--- src/rtl/serial_mag_comp_pkg.sv ---
// rtl/serial_mag_comp_pkg.sv - shared state and relation encodings for serial_mag_comp
// Purpose: FSM state encoding used by the comparator and relation codes used by
//          anything that scores comparator results.
// Ports:   none (package).
package serial_mag_comp_pkg;

    typedef enum logic [1:0] {
        ST_IDLE = 2'd0,
        ST_RUN  = 2'd1,
        ST_DONE = 2'd2
    } state_t;

    typedef enum logic [1:0] {
        REL_EQ = 2'd0,
        REL_GT = 2'd1,
        REL_LT = 2'd2
    } rel_t;

    // Flag vector {eq, gt, lt} that corresponds to a relation code.
    function automatic logic [2:0] rel_flags(input rel_t rel);
        case (rel)
            REL_EQ:  return 3'b100;
            REL_GT:  return 3'b010;
            REL_LT:  return 3'b001;
            default: return 3'b000;
        endcase
    endfunction

endpackage

--- src/rtl/serial_mag_comp_if.sv ---
// rtl/serial_mag_comp_if.sv - operand/result bundle for serial_mag_comp
// Purpose: groups the serial operand inputs and the status/result outputs.
// Ports:   start, bit_valid, a_bit, b_bit (master -> slave);
//          ready, busy, done, eq, gt, lt (slave -> master).
interface serial_mag_comp_if;
    logic start;
    logic bit_valid;
    logic a_bit;
    logic b_bit;
    logic ready;
    logic busy;
    logic done;
    logic eq;
    logic gt;
    logic lt;

    modport master (
        output start, bit_valid, a_bit, b_bit,
        input  ready, busy, done, eq, gt, lt
    );

    modport slave (
        input  start, bit_valid, a_bit, b_bit,
        output ready, busy, done, eq, gt, lt
    );
endinterface

--- src/rtl/serial_mag_comp_beat_counter.sv ---
// rtl/serial_mag_comp_beat_counter.sv - beat counter for the serial comparator
// Purpose: counts accepted beats of a frame and flags the final one.
// Ports:   clk, rst (sync, active-high), clr (restart count), en (beat accepted)
//          -> cnt (beats accepted so far), last (en on the WIDTH-th beat).
module serial_beat_counter #(
    parameter int WIDTH = 8
) (
    input  logic                     clk,
    input  logic                     rst,
    input  logic                     clr,
    input  logic                     en,
    output logic [$clog2(WIDTH)-1:0] cnt,
    output logic                     last
);
    localparam int CNT_W = $clog2(WIDTH);
    localparam logic [CNT_W-1:0] LAST_CNT = CNT_W'(WIDTH - 1);

    assign last = en & (cnt == LAST_CNT);

    // Wrap to zero after the last beat so non-power-of-two widths never overflow.
    always_ff @(posedge clk) begin
        if (rst || clr) begin
            cnt <= '0;
        end else if (en) begin
            cnt <= last ? '0 : cnt + 1'b1;
        end
    end
endmodule

--- src/rtl/serial_mag_comp.sv ---
// rtl/serial_mag_comp.sv - bit-serial MSB-first unsigned magnitude comparator
// Purpose: compares two WIDTH-bit operands delivered one bit pair per beat and
//          reports registered eq/gt/lt with a one-cycle done strobe.
// Ports:   clk, rst (sync, active-high);
//          bus (slave): start, bit_valid, a_bit, b_bit in;
//                       ready, busy, done, eq, gt, lt out (all registered).
module serial_mag_comp #(
    parameter int WIDTH = 8
) (
    input  logic              clk,
    input  logic              rst,
    serial_mag_comp_if.slave  bus
);
    import serial_mag_comp_pkg::*;

    localparam int CNT_W = $clog2(WIDTH);

    state_t           state_q, state_d;
    logic             decided_q, pend_gt_q;
    logic             ready_q, busy_q, done_q, eq_q, gt_q, lt_q;
    logic [CNT_W-1:0] cnt;
    logic             last;
    logic             clr, beat;
    logic             dec_d, gt_d;

    assign clr  = (state_q == ST_IDLE) && bus.start;
    assign beat = (state_q == ST_RUN) && bus.bit_valid;

    serial_beat_counter #(.WIDTH(WIDTH)) u_cnt (
        .clk  (clk),
        .rst  (rst),
        .clr  (clr),
        .en   (beat),
        .cnt  (cnt),
        .last (last)
    );

    always_comb begin
        state_d = state_q;
        // The first differing bit (MSB first) fixes the answer; later beats only keep framing.
        // On beat 0 no earlier decision can exist, whatever the registers hold.
        dec_d = ((cnt == '0) ? 1'b0 : decided_q) | (bus.a_bit ^ bus.b_bit);
        gt_d  = (decided_q && (cnt != '0)) ? pend_gt_q : bus.a_bit;
        case (state_q)
            ST_IDLE: if (bus.start) state_d = ST_RUN;
            ST_RUN:  if (last)      state_d = ST_DONE;
            ST_DONE:                state_d = ST_IDLE;
            default:                state_d = ST_IDLE;
        endcase
    end

    // Status outputs are registered from the next state so they line up with it.
    always_ff @(posedge clk) begin
        if (rst) begin
            state_q   <= ST_IDLE;
            decided_q <= 1'b0;
            pend_gt_q <= 1'b0;
            ready_q   <= 1'b1;
            busy_q    <= 1'b0;
            done_q    <= 1'b0;
            eq_q      <= 1'b0;
            gt_q      <= 1'b0;
            lt_q      <= 1'b0;
        end else begin
            state_q <= state_d;
            ready_q <= (state_d == ST_IDLE);
            busy_q  <= (state_d == ST_RUN);
            done_q  <= (state_d == ST_DONE);
            if (clr) begin
                decided_q <= 1'b0;
                pend_gt_q <= 1'b0;
                eq_q      <= 1'b0;
                gt_q      <= 1'b0;
                lt_q      <= 1'b0;
            end else if (beat) begin
                decided_q <= dec_d;
                pend_gt_q <= gt_d;
                // Flags land on the edge into DONE so they are valid with done.
                if (last) begin
                    eq_q <= ~dec_d;
                    gt_q <= dec_d & gt_d;
                    lt_q <= dec_d & ~gt_d;
                end
            end
        end
    end

    assign bus.ready = ready_q;
    assign bus.busy  = busy_q;
    assign bus.done  = done_q;
    assign bus.eq    = eq_q;
    assign bus.gt    = gt_q;
    assign bus.lt    = lt_q;
endmodule

--- src/flat_wrapper.sv ---
// flat-port wrapper written by rule: the top's interface ports become plain ports
module serial_mag_comp_flat import serial_mag_comp_pkg::*;
#(
    parameter int WIDTH = 8
)
  (clk, rst, bus_start, bus_bit_valid, bus_a_bit, bus_b_bit, bus_ready, bus_busy, bus_done, bus_eq, bus_gt, bus_lt);
  serial_mag_comp_if bus_i ();
  input  logic clk;
  input  logic rst;
  input wire logic [$bits(bus_i.start)-1:0] bus_start;
  input wire logic [$bits(bus_i.bit_valid)-1:0] bus_bit_valid;
  input wire logic [$bits(bus_i.a_bit)-1:0] bus_a_bit;
  input wire logic [$bits(bus_i.b_bit)-1:0] bus_b_bit;
  output wire logic [$bits(bus_i.ready)-1:0] bus_ready;
  output wire logic [$bits(bus_i.busy)-1:0] bus_busy;
  output wire logic [$bits(bus_i.done)-1:0] bus_done;
  output wire logic [$bits(bus_i.eq)-1:0] bus_eq;
  output wire logic [$bits(bus_i.gt)-1:0] bus_gt;
  output wire logic [$bits(bus_i.lt)-1:0] bus_lt;
  assign bus_i.start = bus_start;
  assign bus_i.bit_valid = bus_bit_valid;
  assign bus_i.a_bit = bus_a_bit;
  assign bus_i.b_bit = bus_b_bit;
  assign bus_ready = bus_i.ready;
  assign bus_busy = bus_i.busy;
  assign bus_done = bus_i.done;
  assign bus_eq = bus_i.eq;
  assign bus_gt = bus_i.gt;
  assign bus_lt = bus_i.lt;
  serial_mag_comp #(.WIDTH(WIDTH)) u_core (.clk(clk), .rst(rst), .bus(bus_i));
endmodule
--- config.mk ---
export PLATFORM = sky130hd
export DESIGN_NAME = serial_mag_comp_flat
export DESIGN_NICKNAME = d
export VERILOG_FILES = /design/src/rtl/serial_mag_comp_pkg.sv /design/src/rtl/serial_mag_comp_if.sv /design/src/rtl/serial_mag_comp_beat_counter.sv /design/src/rtl/serial_mag_comp.sv /design/src/flat_wrapper.sv
export SDC_FILE = /design/constraint.sdc
export NUM_CORES = 1
export LEC_CHECK = 0
export BUFFER_PORTS_ARGS = -buffer_cell sky130_fd_sc_hd__buf_2
export CORE_UTILIZATION = 45
export DETAILED_ROUTE_END_ITERATION = 12
export GPL_TIMING_DRIVEN = 0
export PLACE_DENSITY = 0.76
export SYNTH_ARGS = -nofsm -noshare
export SYNTH_HDL_FRONTEND = slang
export SYNTH_HIERARCHICAL = 1
export SYNTH_SLANG_ARGS = --single-unit
--- constraint.sdc ---
create_clock -name clk -period 3.3 [get_ports clk]
set_clock_uncertainty 0.2 [all_clocks]
set_input_delay 0.825 -clock clk [delete_from_list [all_inputs] [get_ports clk]]
set_output_delay 0.825 -clock clk [all_outputs]
set_load 0.005 [all_outputs]
==> results of run 1 <==
==> power breakdown <==
part	total [µW]	leakage (µW)	switching, µW	internal (µW)
sequential	165	0.000106	3.90	161
clock	95.2	0.0000150	48.4	46.8
combinational	26.2	0.000199	14.7	11.5
total	286	0.000320	67.0	219
==> metrics by stage <==
stage / utilization / power (µW)
2_1_floorplan: - / 185
3_3_place_gp: 0.574 / 195
3_5_place_dp: 0.574 / 195
4_1_cts: 0.596 / 292
5_1_grt: 0.596 / 304
6_report: 0.596 / 286
==> placed cells by master (no fill, tap or decap), types with 2 or more instances in the layout <==
cell type | netlist | final
a32o_1 | 2 | 2
mux2i_1 | 3 | 3
dfxtp_1 | 13 | 13
buf_2 | 0 | 11
nand2b_1 | 2 | 2
nor2_1 | 3 | 3
and3_2 | 2 | 2
nor3_1 | 3 | 3
a211oi_2 | 2 | 2
ha_1 | 2 | 2
clkbuf_4 | 0 | 3
==> final cells by class <==
type,count,area [µm²]
clock buffers,4,26.3
flip-flops and latches,13,260
repair buffers,11,55.1
plain buffers,1,5.00
inverters,1,3.75
fillers,111,479
well taps,14,17.5
multi-input cells,37,339
==> sequential cells by signal, indices dropped and copies added, names as in the netlist <==
| signal | cells |
|---|---|
| u_core/bus.done | 1 |
| u_core/bus.gt | 1 |
| u_core/state_q | 2 |
| u_core/bus.busy | 1 |
| u_core/bus.lt | 1 |
| u_core/decided_q | 1 |
| u_core/pend_gt_q | 1 |
| u_core/bus.ready | 1 |
| u_core/u_cnt/cnt | 3 |
| u_core/bus.eq | 1 |
==> path summary, 6_finish.rpt <==
check | depth (start not counted) | slack [ns] | startpoint | endpoint
max | 7 | 0.98 | bus_bit_valid | u_core/bus.lt
min | 2 | 0.29 | u_core/bus.eq | u_core/bus.eq
max reg2reg | 6 | 1.11 | u_core/state_q[0] | u_core/bus.lt
min reg2reg | 2 | 0.29 | u_core/bus.eq | u_core/bus.eq
==> critical path: stages <==
cell	delay, ns
buf_2	0.11
and3b_1	0.15
clkbuf_2	0.21
and2_1	0.29
nand4b_4	0.18
a2111oi_4	0.38
a32o_1	0.19
==> kinds of logic after synthesis <==
| logic type | count (synthesis) |
|---|---|
| compound gates | 10 |
| xor+xnor | 1 |
| fa+ha+maj | 2 |
| buf+inv | 2 |
| flops | 13 |
| mux | 4 |
| simple gates | 20 |
==> per-layer routing <==
layer / up-vias / global-route usage / part of all wire
met5: - / 0 / 0
met4: 0 / 0.103 / 0.024
met3: 4 / 0.0867 / 0.041
met2: 8 / 0.308 / 0.48
met1: 203 / 0.204 / 0.46
li1: 228 / - / -
==> run summary, run 1 <==
The fraction of synthesized area in multiplexers is 0.0679. The number of warnings reported in the yosys synthesis log is 6. The synthesized netlist net count is 60.

The total number of H-tree levels came out at 1. Setup repair after global routing left no endpoint under its margin. The final critical-path setup slack came out at 0.979 ns. The adder-cell area share of the yosys netlist came out at 0.0412. Yosys instantiated no cell more often than dfxtp_1.

The number of violations of the max-capacitance limit is 0. The clock sink total came out at 13. The maximum clock path buffer count is 2.

The share of post-route cells with drive strength above 1 came out at 0.358. The final-report hold violation count is 0. The worst-case IR drop observed on VDD is 0.000206 V.

The initial utilization of the core area, before any placement, comes to 0.513. The tightest min-delay check is of the reg2reg type. The overall track demand over capacity in global routing is 0.191. The vertical extent of the die came out at 38.8 µm.

The worst endpoint data arrival time is 2.33 ns. After clock tree synthesis, the clock-pin slew on the worst setup and hold paths is 0.07 ns. Of the post-synthesis cell area, the dominant cell type holds 0.428. The maximum number of pins on one net before global-route repair is 12. By area the synthesized netlist is led by dfxtp_1 43%, mux2i_1 4.9%, a2111oi_4 4.5%, a211oi_2 4.1%, ha_1 4.1%. The run finished with clean final reports.

The number of distinct library cells after synthesis is 29. The upper clock frequency limit came out at 431 MHz. The final-stage net count came out at 76. Of the total synthesized cell area, the portion taken by AND, OR, NAND and NOR gates is 0.235. The number of design-rule violations left by the first detailed-router iteration came out at 4. The post-synthesis cell type with the largest combined area is dfxtp_1. The post-route cell area is 707 µm². A synthesized cell averages 11.7 µm². The required time of the critical path is 3.31 ns. The wire length of the first global-routing pass came out at 1.84 mm. The overall die width is 38.8 µm. STA classifies the critical path startpoint as an input pin. For this run, the number of standard cells in the final layout without fillers is 81.

The synthesis-stage register bit count is 13. Subtracting the final worst setup slack from the clock period gives 2.32 ns. The number of buffers inserted by hold repair at cts is 0.

For this run, the register share of the synthesized area comes to 0.428. The worst slack on hold paths is 0.288 ns. The final routed DRC violation total came out at 0.

The core region is 1190 µm². After legalization and detailed placement, the total HPWL measured 768 µm. In this run the power density over the cells is 405 nW/µm². The synthesized instance count came out at 52. The site row count came out at 12. The number of cells after detailed placement came out at 77. The final count of negative-setup-slack endpoints is 0.

Along the worst path, the maximum fanout reaches 11. In this run, synthesis inferred 0 flip-flops with an integrated enable. The share of async-settable or async-resettable flops after synthesis came out at 0.

The clock insertion delay at the later pin of the skew report came out at 0.27 ns. After synthesis, the largest family of logic cells by area is simple AND/OR/NAND/NOR gates. Relative to the synthesized area, the layout overhead comes to 16.3%. The sum of negative setup slack came out at 0 ns. Among all flip-flop cells after synthesis, the most frequent one is dfxtp_1. The count of boundary I/O pins came out at 12.

The count of nets left with antenna violations once routing finished came out at 0. In this run the post-CTS setup repair buffer count came out at 0. Summed over all layers, the routed wires come to 1.03 mm. The number of antenna violations at the first check in global routing is 0. Ranked by instance count, the synthesized netlist is headed by 13 x dfxtp_1, 3 x mux2i_1, 3 x nor2_1, 3 x nor3_1. STA classifies the critical path endpoint as a flop. The count of final max-slew check failures came out at 0.

The worst setup path is of the in2reg kind. Summing all placed instances gives a cell area of 681 µm². The die footprint is 1500 µm².

The area share of xor/xnor cells in the synthesized design came out at 0.0144. The CTS tree is built. The routed via count divided by cell count is 5.47.

The share of the synthesized area in compound gates (AO/OA/AOI/OAI) came out at 0.200. The routability congestion estimate from global placement came out at 0.739. The transition time at the pin with the least slew margin is 0.539 ns. The total congestion overflow after global routing came out at 0. Buffers placed on the I/O ports in this run total 11. The number of antenna repair diodes came out at 0. The number of gates resized after CTS came out at 0. The post-synthesis instance area came out at 608 µm². For this run, the detailed router's first-pass iteration total came to 2. The total clock buffers created by CTS is 3.

In the finished design, the share of the clock period the worst path needs comes to 0.703. The pre-CTS setup slack came out at 0.713 ns. Headroom to the max-slew limit came out at 0.639.

The detailed-route wire length per cell came out at 12.7 µm. The tree is rooted in a clkbuf_4. The number of global-route vias before repair is 439.

The total number of vias is 443. In this run the static leakage power is 0.000320 µW.
Note: power is estimated with default switching activity, not from simulation.
==> run 2, diff against run 1 <==
--- a/config.mk
+++ b/config.mk
@@ -5,11 +5,12 @@
 export SDC_FILE = /design/constraint.sdc
 export NUM_CORES = 1
 export LEC_CHECK = 0
+export ABC_AREA = 1
 export BUFFER_PORTS_ARGS = -buffer_cell sky130_fd_sc_hd__buf_2
 export CORE_UTILIZATION = 45
 export DETAILED_ROUTE_END_ITERATION = 12
 export GPL_TIMING_DRIVEN = 0
-export PLACE_DENSITY = 0.76
+export PLACE_DENSITY = 0.79
 export SYNTH_ARGS = -nofsm -noshare
 export SYNTH_HDL_FRONTEND = slang
 export SYNTH_HIERARCHICAL = 1
==> constraint.sdc (replaced) <==
create_clock -name clk -period 2.1 [get_ports clk]
set_clock_uncertainty 0.2 [all_clocks]
set_input_delay 0.525 -clock clk [delete_from_list [all_inputs] [get_ports clk]]
set_output_delay 0.525 -clock clk [all_outputs]
set_load 0.005 [all_outputs]
==> run 2 against run 1 <==
- clock power grew 59%
- sequential power grew 56%
- global-route usage shrank 3.1 points
- sequential share of layout area grew 0.66 points
- total power grew 59%
- critical path type is now reg2reg
==> run summary, run 2 <==
The run finished with clean final reports. The count of boundary I/O pins came out at 12 (unchanged). Setup repair after global routing left no endpoint under its margin. The maximum resistive drop on vdd is 0.000378 V (+83%).

The maximum clock path buffer count was 2 (unchanged). The critical-path cell with the highest stage delay is dfxtp_1. The number of flip-flops under the largest register name is 3 (unchanged).

The worst setup path is launched from a flop. The placed wire-length estimate is 782 µm (+1.8%). By area, the combinational part of the netlist is dominated by simple AND/OR/NAND/NOR gates. The number of nets still failing antenna checks after routing came to 0 (unchanged). The area share of xor/xnor cells in the synthesized design is 0 (-0.0144). The number of cells after detailed placement is 106 (+38%). The number of iterations in the first detailed-routing pass came out at 4 (+2). The final count of negative-setup-slack endpoints is 0 (unchanged). The total power divided by cell area is 654 nW/µm² (+61%). The upper clock frequency limit came out at 611 MHz. Leaving out fill and tap cells, the most frequent cell in the layout is nand2_1. The synthesis-stage register bit count is 13 (unchanged).

The sequential element share of the synthesized area is 0.437 (+0.00899). The number of design-rule violations left by the first detailed-router iteration is 28 (+24). The number of I/O port buffers came to 11 (unchanged). The final-report hold violation count was 0 (unchanged). The type of element capturing the critical path is a flop.

TritonCTS built the clock tree. The routability congestion estimate from global placement is 0.683 (-7.5%). The number of warnings reported in the yosys synthesis log is 6 (unchanged). The adder-cell area share of the yosys netlist is 0.0420 (+0.000865). The number of standard cells in the layout, taps in and fillers out is 110 (+36%).

The required time of the critical path is 2.11 ns (-1.20 ns). The placeable core area is 1170 µm² (-1.3%). The largest fanout on the critical path is 9 (-2). The wire length reported by the detailed router came out at 1.05 mm (+2.3%).

The number of setup buffers added after CTS came out at 0 (unchanged). The share of async-settable or async-resettable flops after synthesis was 0 (unchanged). The post-synthesis share of cell area spent on and, or, nand and nor gates came out at 0.296 (+0.0617).

The register ranked first by flip-flop count is u_core/u_cnt/cnt. Walking the worst path, the cells encountered are inv_2 > nor2_4 > nand2_1 > inv_2 > nand2_1 > inv_1 > nand3_2 > a21oi_2 > nand2_1 > a21oi_1. The clock-pin transition on the worst setup and hold timing paths is 0.07 ns (about the same).

Of all cell types, the one taking the most synthesized area is dfxtp_1. The detailed-route wire length per cell came out at 9.55 µm (-25%). By instance count, the leading cell after synthesis is nand2_1. The count of final max-slew check failures came out at 0 (unchanged). The maximum number of pins on one net before global-route repair is 10 (-2). The number of enable flip-flop cells after synthesis came to 0 (unchanged). The top-area cell type share of the netlist area came to 0.437 (+0.00899). The number of distinct library cells after synthesis is 16 (-45%). The per-instance average area after synthesis is 7.35 µm² (-37%). The total number of vias came out at 523 (+18%).

The worst slack on hold paths is 0.265 ns (-0.0229 ns). The overall die width is 38.4 µm (-0.98%). The most repeated library cell on the critical path is nand2_1. In the synthesized netlist, the cells that appear most often are 21 x nand2_1, 14 x inv_1, 13 x dfxtp_1. The synthesized netlist net count came out at 89 (+48%). The number of antenna repair diodes is 0 (unchanged). The number of violations of the max-capacitance limit is 0 (unchanged). The clock insertion delay at the later pin of the skew report is 0.27 ns (about the same). The number of gates resized after CTS came out at 0 (unchanged). The final routed DRC violation total is 0 (unchanged). The share of the synthesized area in compound gates (AO/OA/AOI/OAI) is 0.124 (-0.0756).

The initial cell density of the core is 0.509 (-0.00411). The share of post-route cells with drive strength above 1 came out at 0.229 (-0.129). The transition time at the pin with the least slew margin is 0.207 ns (-0.332 ns). The reported leakage power came to 0.000339 µW (+6.0%).

The top cell types in the final layout, fill and taps aside, are 21 x nand2_1, 14 x inv_1, 13 x dfxtp_1. Ranked by total cell area, the synthesized netlist is headed by dfxtp_1 44%, nand2_1 13%, inv_1 8.8%, a21oi_1 7.6%, ha_1 4.2%. The largest registers in the layout are u_core/u_cnt/cnt: 3 flops, u_core/state_q: 2 flops. The critical path's largest stage delay is 0.34 ns (-0.04 ns).

The number of antenna violations at the first check in global routing came out at 0 (unchanged). CTS placed an instance of clkbuf_4 at the clock tree root. The worst hold path belongs to the class reg2reg.

The synthesized instance count is 81 (+56%). The number of buffers inserted by hold repair at cts came out at 0 (unchanged). The die footprint is 1470 µm² (-2.0%). The total number of H-tree levels was 1 (unchanged).

The sum of negative setup slack came to 0 ns (unchanged). The routed via count divided by cell count came out at 4.75 (-13%). The final-stage net count is 105 (+38%). The vertical extent of the die came to 38.4 µm (-0.98%).

The clock sink total came to 13 (unchanged). The overall track demand over capacity in global routing came out at 0.160 (-0.0310). The total clock buffers created by CTS is 3 (unchanged). The total congestion overflow after global routing was 0 (unchanged).

The wire length of the first global-routing pass came out at 1.56 mm (-15%). The number of global-route vias before repair is 404 (-8.0%). The worst relative slew slack is 0.861 (+0.222). The post-synthesis instance area is 596 µm² (-2.1%). The fraction of synthesized area in multiplexers came out at 0 (-0.0679).

The worst endpoint data arrival time is 1.64 ns (-0.69 ns). The site row count came out at 12 (unchanged). After layout, the minimum clock period comes to 1.64 ns. The worst setup path is of the reg2reg kind. The area growth from synthesis to layout is 16.6%. The most used flip-flop cell after synthesis is dfxtp_1.

The final clock period utilization by the worst path came out at 0.779.
==> run 2: cell count changes after synthesis, sizes merged, moves of 3 or more <==
cell,before,now
a211oi,3,0
nand3,1,6
nor3,3,0
a21oi,1,10
inv,1,16
mux2i,3,0
nand2,1,23
==> run 2: power by group <==
group	internal [µW]	switching (µW)	total, µW
logic	16.3	29.7	46.0
clock network	73.6	77.4	151
registers	253	3.61	257
total	343	111	454
==> run 2: area by class of cell <==
cell class / instances / area [µm²]
fillers: 114 / 477
multi-input cells: 52 / 275
flip-flops and latches: 13 / 260
inverters: 16 / 60.1
repair buffers: 11 / 55.1
clock buffers: 4 / 26.3
well taps: 14 / 17.5
==> run 2: kinds of logic after synthesis <==
kind of cell | count (synthesis)
flip-flops | 13
AO/OA/AOI/OAI | 13
buffers and inverters | 16
adder cells (fa/ha/maj) | 2
AND/OR/NAND/NOR | 37
==> run 2: final timing paths <==
| kind | startpoint | end | slack (ns) | depth (start not counted) |
|---|---|---|---|---|
| min | u_core/bus.lt | u_core/bus.lt | 0.26 | 2 |
| max reg2reg | u_core/state_q[0] | u_core/bus.lt | 0.46 | 10 |
| min reg2reg | u_core/bus.lt | u_core/bus.lt | 0.26 | 2 |
| max | u_core/state_q[0] | u_core/bus.lt | 0.46 | 10 |
==> run 2: per-stage QoR <==
stage | cell area, µm² | total power (µW) | setup slack, ns | util
final | 694 | 454 | 0.463 | 0.593
after global routing | 694 | 483 | 0.294 | 0.593
after CTS | 694 | 464 | 0.470 | 0.593
after detailed placement | 668 | 308 | 0.373 | 0.571
after global placement | 668 | 307 | 0.386 | 0.571
after floorplan | 596 | 293 | 0.605 | -
==> run 2: routing by layer <==
layer,vias to the layer above,part of all wire,track usage
met1,214,0.48,0.208
met4,0,0,0.0259
met5,-,0,0
met3,0,0.073,0.105
met2,21,0.45,0.220
li1,288,-,-
==> run 2: critical path: cells and delay by family (launching register included) <==
family | cells | cell delay [ns]
AND/OR/NAND/NOR | 5 | 0.47
flip-flops | 1 | 0.34
buffers and inverters | 3 | 0.31
AO/OA/AOI/OAI | 2 | 0.25
